<file path="src/rtl/scc_wave_sched_if.sv">
// Bundle of the scheduler's register-write, tick, wave-RAM read and mixed-sample signals.
// master = register decoder / RAM / mixer side, slave = scc_wave_sched.
interface scc_wave_sched_if #(
    parameter int OUT_W = 16
);
    logic                    clk_en;
    logic                    reg_we;
    logic [3:0]              reg_addr;
    logic [7:0]              reg_din;
    logic                    sccplus_mode;
    logic                    ram_rd;
    logic [7:0]              ram_addr;
    logic signed [7:0]       ram_data;
    logic signed [OUT_W-1:0] wave;
    logic                    wave_valid;

    modport master (
        output clk_en, reg_we, reg_addr, reg_din, sccplus_mode, ram_data,
        input  ram_rd, ram_addr, wave, wave_valid
    );

    modport slave (
        input  clk_en, reg_we, reg_addr, reg_din, sccplus_mode, ram_data,
        output ram_rd, ram_addr, wave, wave_valid
    );
endinterface

</file>
<file path="src/rtl/scc_wave_sched.sv">
// SCC/SCC+ five-channel scheduler: period counters, phase pointers and a shared fetch/MAC mix round.
// Optional macro SCC_SCHED_PHASE_RESET_EN: a period write also clears that channel's phase.
module scc_wave_sched #(
    parameter int CHANNELS = 5,
    parameter int OUT_W    = 16
) (
    input  logic             clk,
    input  logic             reset,
    scc_wave_sched_if.slave  bus
);
    typedef enum logic [1:0] {IDLE, FETCH, ACC, DONE} state_t;

    logic [11:0]         period    [CHANNELS];
    logic [11:0]         period_nx [CHANNELS];
    logic [3:0]          volume    [CHANNELS];
    logic [11:0]         count     [CHANNELS];
    logic [4:0]          phase     [CHANNELS];
    logic [CHANNELS-1:0] period_wr;
    logic [CHANNELS-1:0] reload;
    logic [4:0]          mask;

    state_t             state;
    logic [2:0]         ch;
    logic [2:0]         ch_next;
    logic               pending;
    logic signed [14:0] acc;
    logic signed [14:0] acc_nx;

    // Signed wave byte times unsigned 4-bit volume; |result| <= 1920 fits 12 bits.
    function automatic logic signed [11:0] mac_term(input logic signed [7:0] s, input logic [3:0] v);
        logic signed [12:0] p;
        p = s * $signed({1'b0, v});
        return p[11:0];
    endfunction

    function automatic logic signed [OUT_W-1:0] widen(input logic signed [14:0] a);
        return OUT_W'(a);
    endfunction

    function automatic logic [2:0] table_sel(input logic [2:0] c, input logic plus);
        return (c == 3'd4 && !plus) ? 3'd3 : c;
    endfunction

    always_comb begin
        for (int i = 0; i < CHANNELS; i++) begin
            period_nx[i] = period[i];
            period_wr[i] = 1'b0;
            if (bus.reg_we && bus.reg_addr == 4'(2 * i)) begin
                period_nx[i][7:0] = bus.reg_din;
                period_wr[i]      = 1'b1;
            end
            if (bus.reg_we && bus.reg_addr == 4'(2 * i + 1)) begin
                period_nx[i][11:8] = bus.reg_din[3:0];
                period_wr[i]       = 1'b1;
            end
        end
        ch_next = ch + 3'd1;
        acc_nx  = acc + (mask[ch] ? 15'(mac_term(bus.ram_data, volume[ch])) : 15'sd0);
    end

    // A written period is loaded on the next tick without stepping the phase.
    always_ff @(posedge clk) begin
        if (reset) begin
            for (int i = 0; i < CHANNELS; i++) begin
                period[i] <= '0;
                volume[i] <= '0;
                count[i]  <= '0;
                phase[i]  <= '0;
            end
            mask   <= '0;
            reload <= '0;
        end else begin
            if (bus.reg_we && bus.reg_addr == 4'hF)
                mask <= bus.reg_din[4:0];
            for (int i = 0; i < CHANNELS; i++) begin
                period[i] <= period_nx[i];
                if (bus.reg_we && bus.reg_addr == 4'(10 + i))
                    volume[i] <= bus.reg_din[3:0];
                reload[i] <= !bus.clk_en && (reload[i] || period_wr[i]);
                if (bus.clk_en) begin
                    if (reload[i] || period_wr[i] || period_nx[i] < 12'd9) begin
                        count[i] <= period_nx[i];
                    end else if (count[i] == '0) begin
                        count[i] <= period_nx[i];
                        phase[i] <= phase[i] + 5'd1;
                    end else begin
                        count[i] <= count[i] - 12'd1;
                    end
                end
`ifdef SCC_SCHED_PHASE_RESET_EN
                if (period_wr[i])
                    phase[i] <= '0;
`endif
            end
        end
    end

    // Mix round: IDLE -> (FETCH, ACC) x5 -> DONE; ticks during a round collapse into pending.
    always_ff @(posedge clk) begin
        if (reset) begin
            state          <= IDLE;
            ch             <= '0;
            pending        <= 1'b0;
            acc            <= '0;
            bus.wave       <= '0;
            bus.wave_valid <= 1'b0;
            bus.ram_rd     <= 1'b0;
            bus.ram_addr   <= '0;
        end else begin
            bus.wave_valid <= 1'b0;
            bus.ram_rd     <= 1'b0;
            pending        <= bus.clk_en || (pending && state != IDLE);
            case (state)
                IDLE: begin
                    if (pending) begin
                        acc          <= '0;
                        ch           <= '0;
                        state        <= FETCH;
                        bus.ram_rd   <= 1'b1;
                        bus.ram_addr <= {table_sel(3'd0, bus.sccplus_mode), phase[0]};
                    end
                end
                FETCH: state <= ACC;
                ACC: begin
                    acc <= acc_nx;
                    if (ch == 3'(CHANNELS - 1)) begin
                        state          <= DONE;
                        bus.wave       <= widen(acc_nx);
                        bus.wave_valid <= 1'b1;
                    end else begin
                        ch           <= ch_next;
                        state        <= FETCH;
                        bus.ram_rd   <= 1'b1;
                        bus.ram_addr <= {table_sel(ch_next, bus.sccplus_mode), phase[ch_next]};
                    end
                end
                DONE: state <= IDLE;
                default: state <= IDLE;
            endcase
        end
    end
endmodule

</file>
<file path="src/flat_wrapper.sv">
// flat-port wrapper written by rule: the top's interface ports become plain ports
module scc_wave_sched_flat 
#(
    parameter int CHANNELS = 5,
    parameter int OUT_W    = 16
)
  (clk, reset, bus_clk_en, bus_reg_we, bus_reg_addr, bus_reg_din, bus_sccplus_mode, bus_ram_data, bus_ram_rd, bus_ram_addr, bus_wave, bus_wave_valid);
  scc_wave_sched_if #(.OUT_W(OUT_W)) bus_i ();
  input  logic clk;
  input  logic reset;
  input wire logic [$bits(bus_i.clk_en)-1:0] bus_clk_en;
  input wire logic [$bits(bus_i.reg_we)-1:0] bus_reg_we;
  input wire logic [$bits(bus_i.reg_addr)-1:0] bus_reg_addr;
  input wire logic [$bits(bus_i.reg_din)-1:0] bus_reg_din;
  input wire logic [$bits(bus_i.sccplus_mode)-1:0] bus_sccplus_mode;
  input wire logic [$bits(bus_i.ram_data)-1:0] bus_ram_data;
  output wire logic [$bits(bus_i.ram_rd)-1:0] bus_ram_rd;
  output wire logic [$bits(bus_i.ram_addr)-1:0] bus_ram_addr;
  output wire logic [$bits(bus_i.wave)-1:0] bus_wave;
  output wire logic [$bits(bus_i.wave_valid)-1:0] bus_wave_valid;
  assign bus_i.clk_en = bus_clk_en;
  assign bus_i.reg_we = bus_reg_we;
  assign bus_i.reg_addr = bus_reg_addr;
  assign bus_i.reg_din = bus_reg_din;
  assign bus_i.sccplus_mode = bus_sccplus_mode;
  assign bus_i.ram_data = bus_ram_data;
  assign bus_ram_rd = bus_i.ram_rd;
  assign bus_ram_addr = bus_i.ram_addr;
  assign bus_wave = bus_i.wave;
  assign bus_wave_valid = bus_i.wave_valid;
  scc_wave_sched #(.CHANNELS(CHANNELS), .OUT_W(OUT_W)) u_core (.clk(clk), .reset(reset), .bus(bus_i));
endmodule
</file>
<file path="config.mk">
export PLATFORM = sky130hd
export DESIGN_NAME = scc_wave_sched_flat
export DESIGN_NICKNAME = d
export VERILOG_FILES = /design/src/rtl/scc_wave_sched_if.sv /design/src/rtl/scc_wave_sched.sv /design/src/flat_wrapper.sv
export SDC_FILE = /design/constraint.sdc
export NUM_CORES = 1
export LEC_CHECK = 0
export ABC_AREA = 1
export BUFFER_PORTS_ARGS = -buffer_cell sky130_fd_sc_hd__buf_2
export CAP_MARGIN = 20
export CORE_MARGIN = 8
export CORE_UTILIZATION = 35
export DETAILED_ROUTE_END_ITERATION = 16
export SYNTH_ARGS = -nofsm -noshare
export SYNTH_HDL_FRONTEND = slang
export SYNTH_SLANG_ARGS = --single-unit
</file>
<file path="constraint.sdc">
create_clock -name clk -period 8.75 [get_ports clk]
set_clock_uncertainty 0.05 [all_clocks]
set_input_delay 2.625 -clock clk [delete_from_list [all_inputs] [get_ports clk]]
set_output_delay 2.625 -clock clk [all_outputs]
set_load 0.02 [all_outputs]
</file>
After elaboration in Yosys (flattened, before gate mapping). Memory sizes are Yosys's and may differ from the RTL's. A register that Yosys moved wholly into a read port is not among the register bits. Cells that the tools add are included.

$add $sub $neg: 12. Multiply operators: 1. Order comparisons: 6. Equality and inequality tests: 22. Multiplexer cells: 159. Bitwise operators: 31. Reductions and logical operators: 49.

Operators with widths (count): two-way mux 12 bit (20); two-way mux 1 bit (102); zero test 12 bit (5); less-than comparator 12 x 4 -> 1 bit (second input constant) (5); subtractor 12 x 1 -> 12 bit (second input constant) (5); two-way mux 8 bit (7); two-way mux 4 bit (10); == test 4 bit (second input constant) (8); two-way mux 15 bit (2); OR 1 bit (30); case mux 15 bit (2 select lines) (1); adder 5 x 1 -> 5 bit (second input constant) (5); two-way mux 5 bit (5); logical AND 1 bit (23); == test 4 x 3 -> 1 bit (second input constant) (4); case mux 8 bit (2 select lines) (1); adder 15 bit (1); two-way mux 3 bit (5); multiplier 8 x 5 -> 12 bit (1); logical OR 1 bit (11); == test 4 x 2 -> 1 bit (second input constant) (2); case mux 2 bit (4 select lines) (1); == test 3 bit (second input constant) (2); case mux 3 bit (2 select lines) (1); 18 further kinds (23).

Flip-flop bits (word level): 56. Bits in writable memories: 165. Input bits: 25. Output and inout bits: 26. Memories kept: 4.

Memories: u_core.count (depth 5, bits a word 12, read ports 5, clocked after memory_dff 0, write ports 5, RTL line scc_wave_sched.sv:16) `logic [11:0] count [CHANNELS];`; u_core.period (depth 5, bits a word 12, read ports 5, clocked after memory_dff 0, write ports 5, RTL line scc_wave_sched.sv:13) `logic [11:0] period [CHANNELS];`; u_core.phase (depth 5, bits a word 5, read ports 6, clocked after memory_dff 0, write ports 5, RTL line scc_wave_sched.sv:17) `logic [4:0] phase [CHANNELS];`; u_core.volume (depth 5, bits a word 4, read ports 1, clocked after memory_dff 1, write ports 5, RTL line scc_wave_sched.sv:15) `logic [3:0] volume [CHANNELS];`.

Logic depth before layout (Yosys ltp).
Depth in word-level cells: 13. Mapped depth: 37. Gate-level depth less buffers: 36.

Worst setup path after synthesis. Ideal clock, no wire load.

Path kind: input -> register. From: input bus_ram_data[2]. To: register u_core.bus.wave[13]. Data arrival time: 6.788 ns. Setup slack: 1.796 ns. Cell stages on the path: 33. Path buffers: 0. Cell sequence: inv_1 nor2_1 ha_1 inv_1 fa_1 fa_1 inv_1 ha_1 nand2_1 nand2_1 a21oi_1 nor2_1 nor2_1 o21ai_0 inv_1 nor2_1 o21ai_0 nand2_1 nor2_1 nor3_1 ha_1 nand2_1 nor3_1 nand3_1 o2111ai_1 nand2_1 inv_1 nor2_1 nor2_1 nor2_1 xnor2_1 o21ai_0 inv_1.

Longest elaborated chain between the ends: 3.

Ends and longest elaborated chain: start, declared (RTL line flat_wrapper.sv:16) `input wire logic [$bits(bus_i.ram_data)-1:0] bus_ram_data;`; multiplier 8 x 5 -> 12 bit (RTL line scc_wave_sched.sv:32) `p = s * $signed({1'b0, v});`; two-way mux 15 bit (RTL line scc_wave_sched.sv:58) `acc_nx = acc + (mask[ch] ? 15'(mac_term(bus.ram_data, volume[ch])) : 15'sd0);`; adder 15 bit (RTL line scc_wave_sched.sv:58); end signal, assigned (RTL line scc_wave_sched.sv:128) `bus.wave <= widen(acc_nx);`; end, declared (RTL line scc_wave_sched_if.sv:24) `output ram_rd, ram_addr, wave, wave_valid`.

Every way passes these cells. A chain may end at the register's enable or synchronous reset.

Final worst setup path.
From: input bus_ram_data[2]. To: register u_core.acc[14].

Longest elaborated chain between the ends: 4.

Ends and longest elaborated chain: multiplier 8 x 5 -> 12 bit (RTL line scc_wave_sched.sv:32); two-way mux 15 bit (RTL line scc_wave_sched.sv:58); adder 15 bit (RTL line scc_wave_sched.sv:58); case mux 15 bit (2 select lines) (RTL line scc_wave_sched.sv:113) `case (state)`; end signal, assigned (RTL line scc_wave_sched.sv:125) `acc <= acc_nx;`; end, declared (RTL line scc_wave_sched.sv:26) `logic signed [14:0] acc;`.

Every way passes these cells.

==> impl_metrics.csv <==
group,metric,value,unit
place,dp.cells,1995,
worst_setup_path,path_buf_inv,6,
clocking,cts_root_buffer,"clkbuf_16",
final_layout,final_area,14000,um^2
sta,post-route-period-util,0.807,
global_route,overflow,0,
global_route,grt_pass1_vias,9831,
sta,finalSetupViolations,0,
power,p_leak,5.89,nW
final_layout,areaGrowthSynthToFinish,12.1,%
floorplan,die_h,205,um
clocking,post_cts_buffers,0,
worst_setup_path,r2r_slack,2.53,ns
sta,hold_viol_final,0,
place,post-dp-hpwl,21.7,mm
clocking,cts_buffers,27,
clocking,cts_max_level,1,
sta,hold_ws,0.413,ns
worst_hold_path,hold_class,"reg -> reg",
synthesis,ys_top_cells_by_area,"edfxtp_1, dfxtp_1, nand2_1",
drt,vias_per_cell,4.89,
global_route,grtUsageTotal,0.143,
floorplan,start_util,0.353,
synthesis,synth_most_common_cell,"nand2_1",
drt,drtIter0Drc,596,
clocking,cts_resized,0,
drt,dr_total_vias,10012,
drt,drc,0,
sta,worst_pin_slew,0.994,ns
final_layout,instances_no_fill,2046,
synthesis,synth_flop_cell,"dfxtp_1",
worst_setup_path,crit_slowest_cell,"fa_1",
synthesis,synth.avg_cell_area,8.18,um^2
synthesis,yosysSeqAreaShare,0.444,
worst_setup_path,end_kind,"flip-flop",
worst_setup_path,cp.arrival,7.47,ns
floorplan,core,35300,um^2
synthesis,synth_edf_count,105,
drt,totalWireLength,30.2,mm
clocking,clk_pin_slew,0.05,ns
drt,post_drt_wl_per_cell,14.7,um
sta,maxSlewViolCount,0,
clocking,cts_buffer_depth,3,
global_route,grt_max_degree,55,
synthesis,synth_cell_types,44,
synthesis,syn-num-nets,1616,
synthesis,synth_area,12500,um^2
drt,ant_nets,0,
sta,fin_setup_tns,0,ns
worst_setup_path,required,9.16,ns
synthesis,synth_top_area_frac,0.253,
worst_setup_path,crit_path_max_incr_delay,0.55,ns
sta,fmax,142,MHz
floorplan,ioPinCount,51,
run,max_cap_viol_count,0,
worst_setup_path,cp_max_fo,5,
floorplan,die_area,41900,um^2
synthesis,ys_top_cells_by_count,"nand2_1, nor2_1, inv_1",
synthesis,synth_seq_cells,224,
place,gp_congestion,0.886,
sta,fin_crit,7.06,ns
clocking,clock_latency,0.54,ns
global_route,grt_pass1_wl,49.6,mm
synthesis,syn_inst,1525,
synthesis,ys_warn_count,0,
final_layout,drive_gt1_frac,0.0921,
drt,drtPass1Iterations,5,
worst_setup_path,crit_type,"in -> reg",
clocking,ctsHoldBuffers,0,
run_status,status,"finished clean",
worst_setup_path,crit_family,"adder cells",
worst_setup_path,crit_path_start_kind,"primary input",
final_layout,fin_nets,1655,
power,power.density,188,nW/um^2
place,port-buffer-count,50,
power,ir_drop,148,uV
global_route,grt_antenna_before_repair,1,
synthesis,post-synth-top-area-cell,"edfxtp_1",
floorplan,die_x,205,um
final_layout,diodes,0,
clocking,cts_tree,"done",
synthesis,async_flop_share,0,
final_layout,fin_util,0.396,
floorplan,num_rows,69,
sta,slew_headroom,0.332,
place,placed_area,13100,um^2
worst_setup_path,crit_top_cell,"inv_1",
sta,rsz0062_at_grt,"no",
clocking,clock_sinks,224,
==> sequential cells by signal, indices dropped and copies added (netlist names), 5 cells and up, named ones only <==
register	flops
u_core.mask	5
u_core.volume	20
u_core.phase	25
u_core.reload	5
u_core.bus.ram_addr	8
u_core.period	60
u_core.bus.wave	15
u_core.acc	15
u_core.count	60
==> metal layers <==
layer / global-route usage / up-vias / wire [um] / share of wire
met4: 0.0429 / 2 / 687 / 0.023
met5: 0 / - / 13 / 0.00043
met1: 0.183 / 4617 / 13700 / 0.45
met2: 0.244 / 192 / 14400 / 0.48
li1: - / 5150 / - / -
met3: 0.0221 / 51 / 1360 / 0.045
==> report_power, final <==
part | total, mW | switching [mW] | internal [mW] | leakage [nW]
clock network | 1.06 | 0.430 | 0.629 | 0.411
registers | 1.17 | 0.0278 | 1.14 | 2.08
logic | 0.406 | 0.266 | 0.140 | 3.41
==> layout make-up <==
cell class,count,area (um^2)
Clock buffer,39,761
Clock inverter,11,76.3
Fill cell,3539,21300
Inverter,198,743
Multi-Input combinational cell,1056,5970
Sequential cell,224,5540
Tap cell,461,577
Timing Repair Buffer,57,325
==> worst reg2reg max path, delay by kind of cell (launching register included) <==
| family | cells | cell delay, ns |
|---|---|---|
| AO/OA/AOI/OAI | 10 | 1.90 |
| flip-flops | 1 | 0.50 |
| XOR/XNOR | 1 | 0.14 |
| AND/OR/NAND/NOR | 11 | 1.07 |
| buffers and inverters | 5 | 0.43 |
| adder cells (fa/ha/maj) | 5 | 2.04 |
==> cell usage in the layout, fill, tap and decap left out, types with 4 or more instances in the layout <==
cell type / instances
a21boi_0: 5
a21oi_1: 150
a31o_2: 4
buf_2: 49
buf_4: 7
clkbuf_1: 8
clkbuf_16: 27
clkbuf_8: 4
clkinv_1: 12
dfxtp_1: 119
edfxtp_1: 105
fa_1: 17
ha_1: 49
inv_1: 188
inv_2: 4
mux2i_1: 4
nand2_1: 213
nand2_2: 7
nand3_1: 73
nand3_2: 4
nand3b_1: 4
nand4_1: 13
nor2_1: 205
nor2_2: 8
nor2_4: 6
nor3_1: 27
nor4_1: 5
o211ai_1: 14
o21a_1: 16
o21ai_0: 120
o21ai_1: 4
o221ai_1: 7
or2_2: 16
or3_1: 4
xnor2_1: 27
xor2_1: 40
==> cell families (layout without fill, tap and decap cells) <==
family          count (synthesis)  after routing  synth area share
simple gates                  588            588             0.206
compound gates                331            331             0.146
buf+inv                       245            305            0.0785
flops                         224            224             0.444
xor+xnor                       67             67            0.0470
fa+ha+maj                      66             66            0.0764
mux                             4              4           0.00321
==> stage by stage <==
| stage | setup slack, ns | power, mW |
|---|---|---|
| after floorplan | 1.80 | 1.50 |
| after global placement | 1.35 | 1.59 |
| after detailed placement | 1.21 | 1.60 |
| after CTS | 1.77 | 2.66 |
| after global routing | 1.05 | 2.77 |
| final | 1.69 | 2.63 |
==> worst paths after layout <==
| check | to | from | cells after the start |
|---|---|---|---|
| min | u_core.bus.wave[9] | u_core.bus.wave[9] | 2 |
| min reg2reg | u_core.bus.wave[9] | u_core.bus.wave[9] | 2 |
| max | u_core.acc[14] | bus_ram_data[2] | 30 |
| max reg2reg | u_core.acc[14] | flip-flop | 32 |
Note: power is estimated with default switching activity, not from simulation.
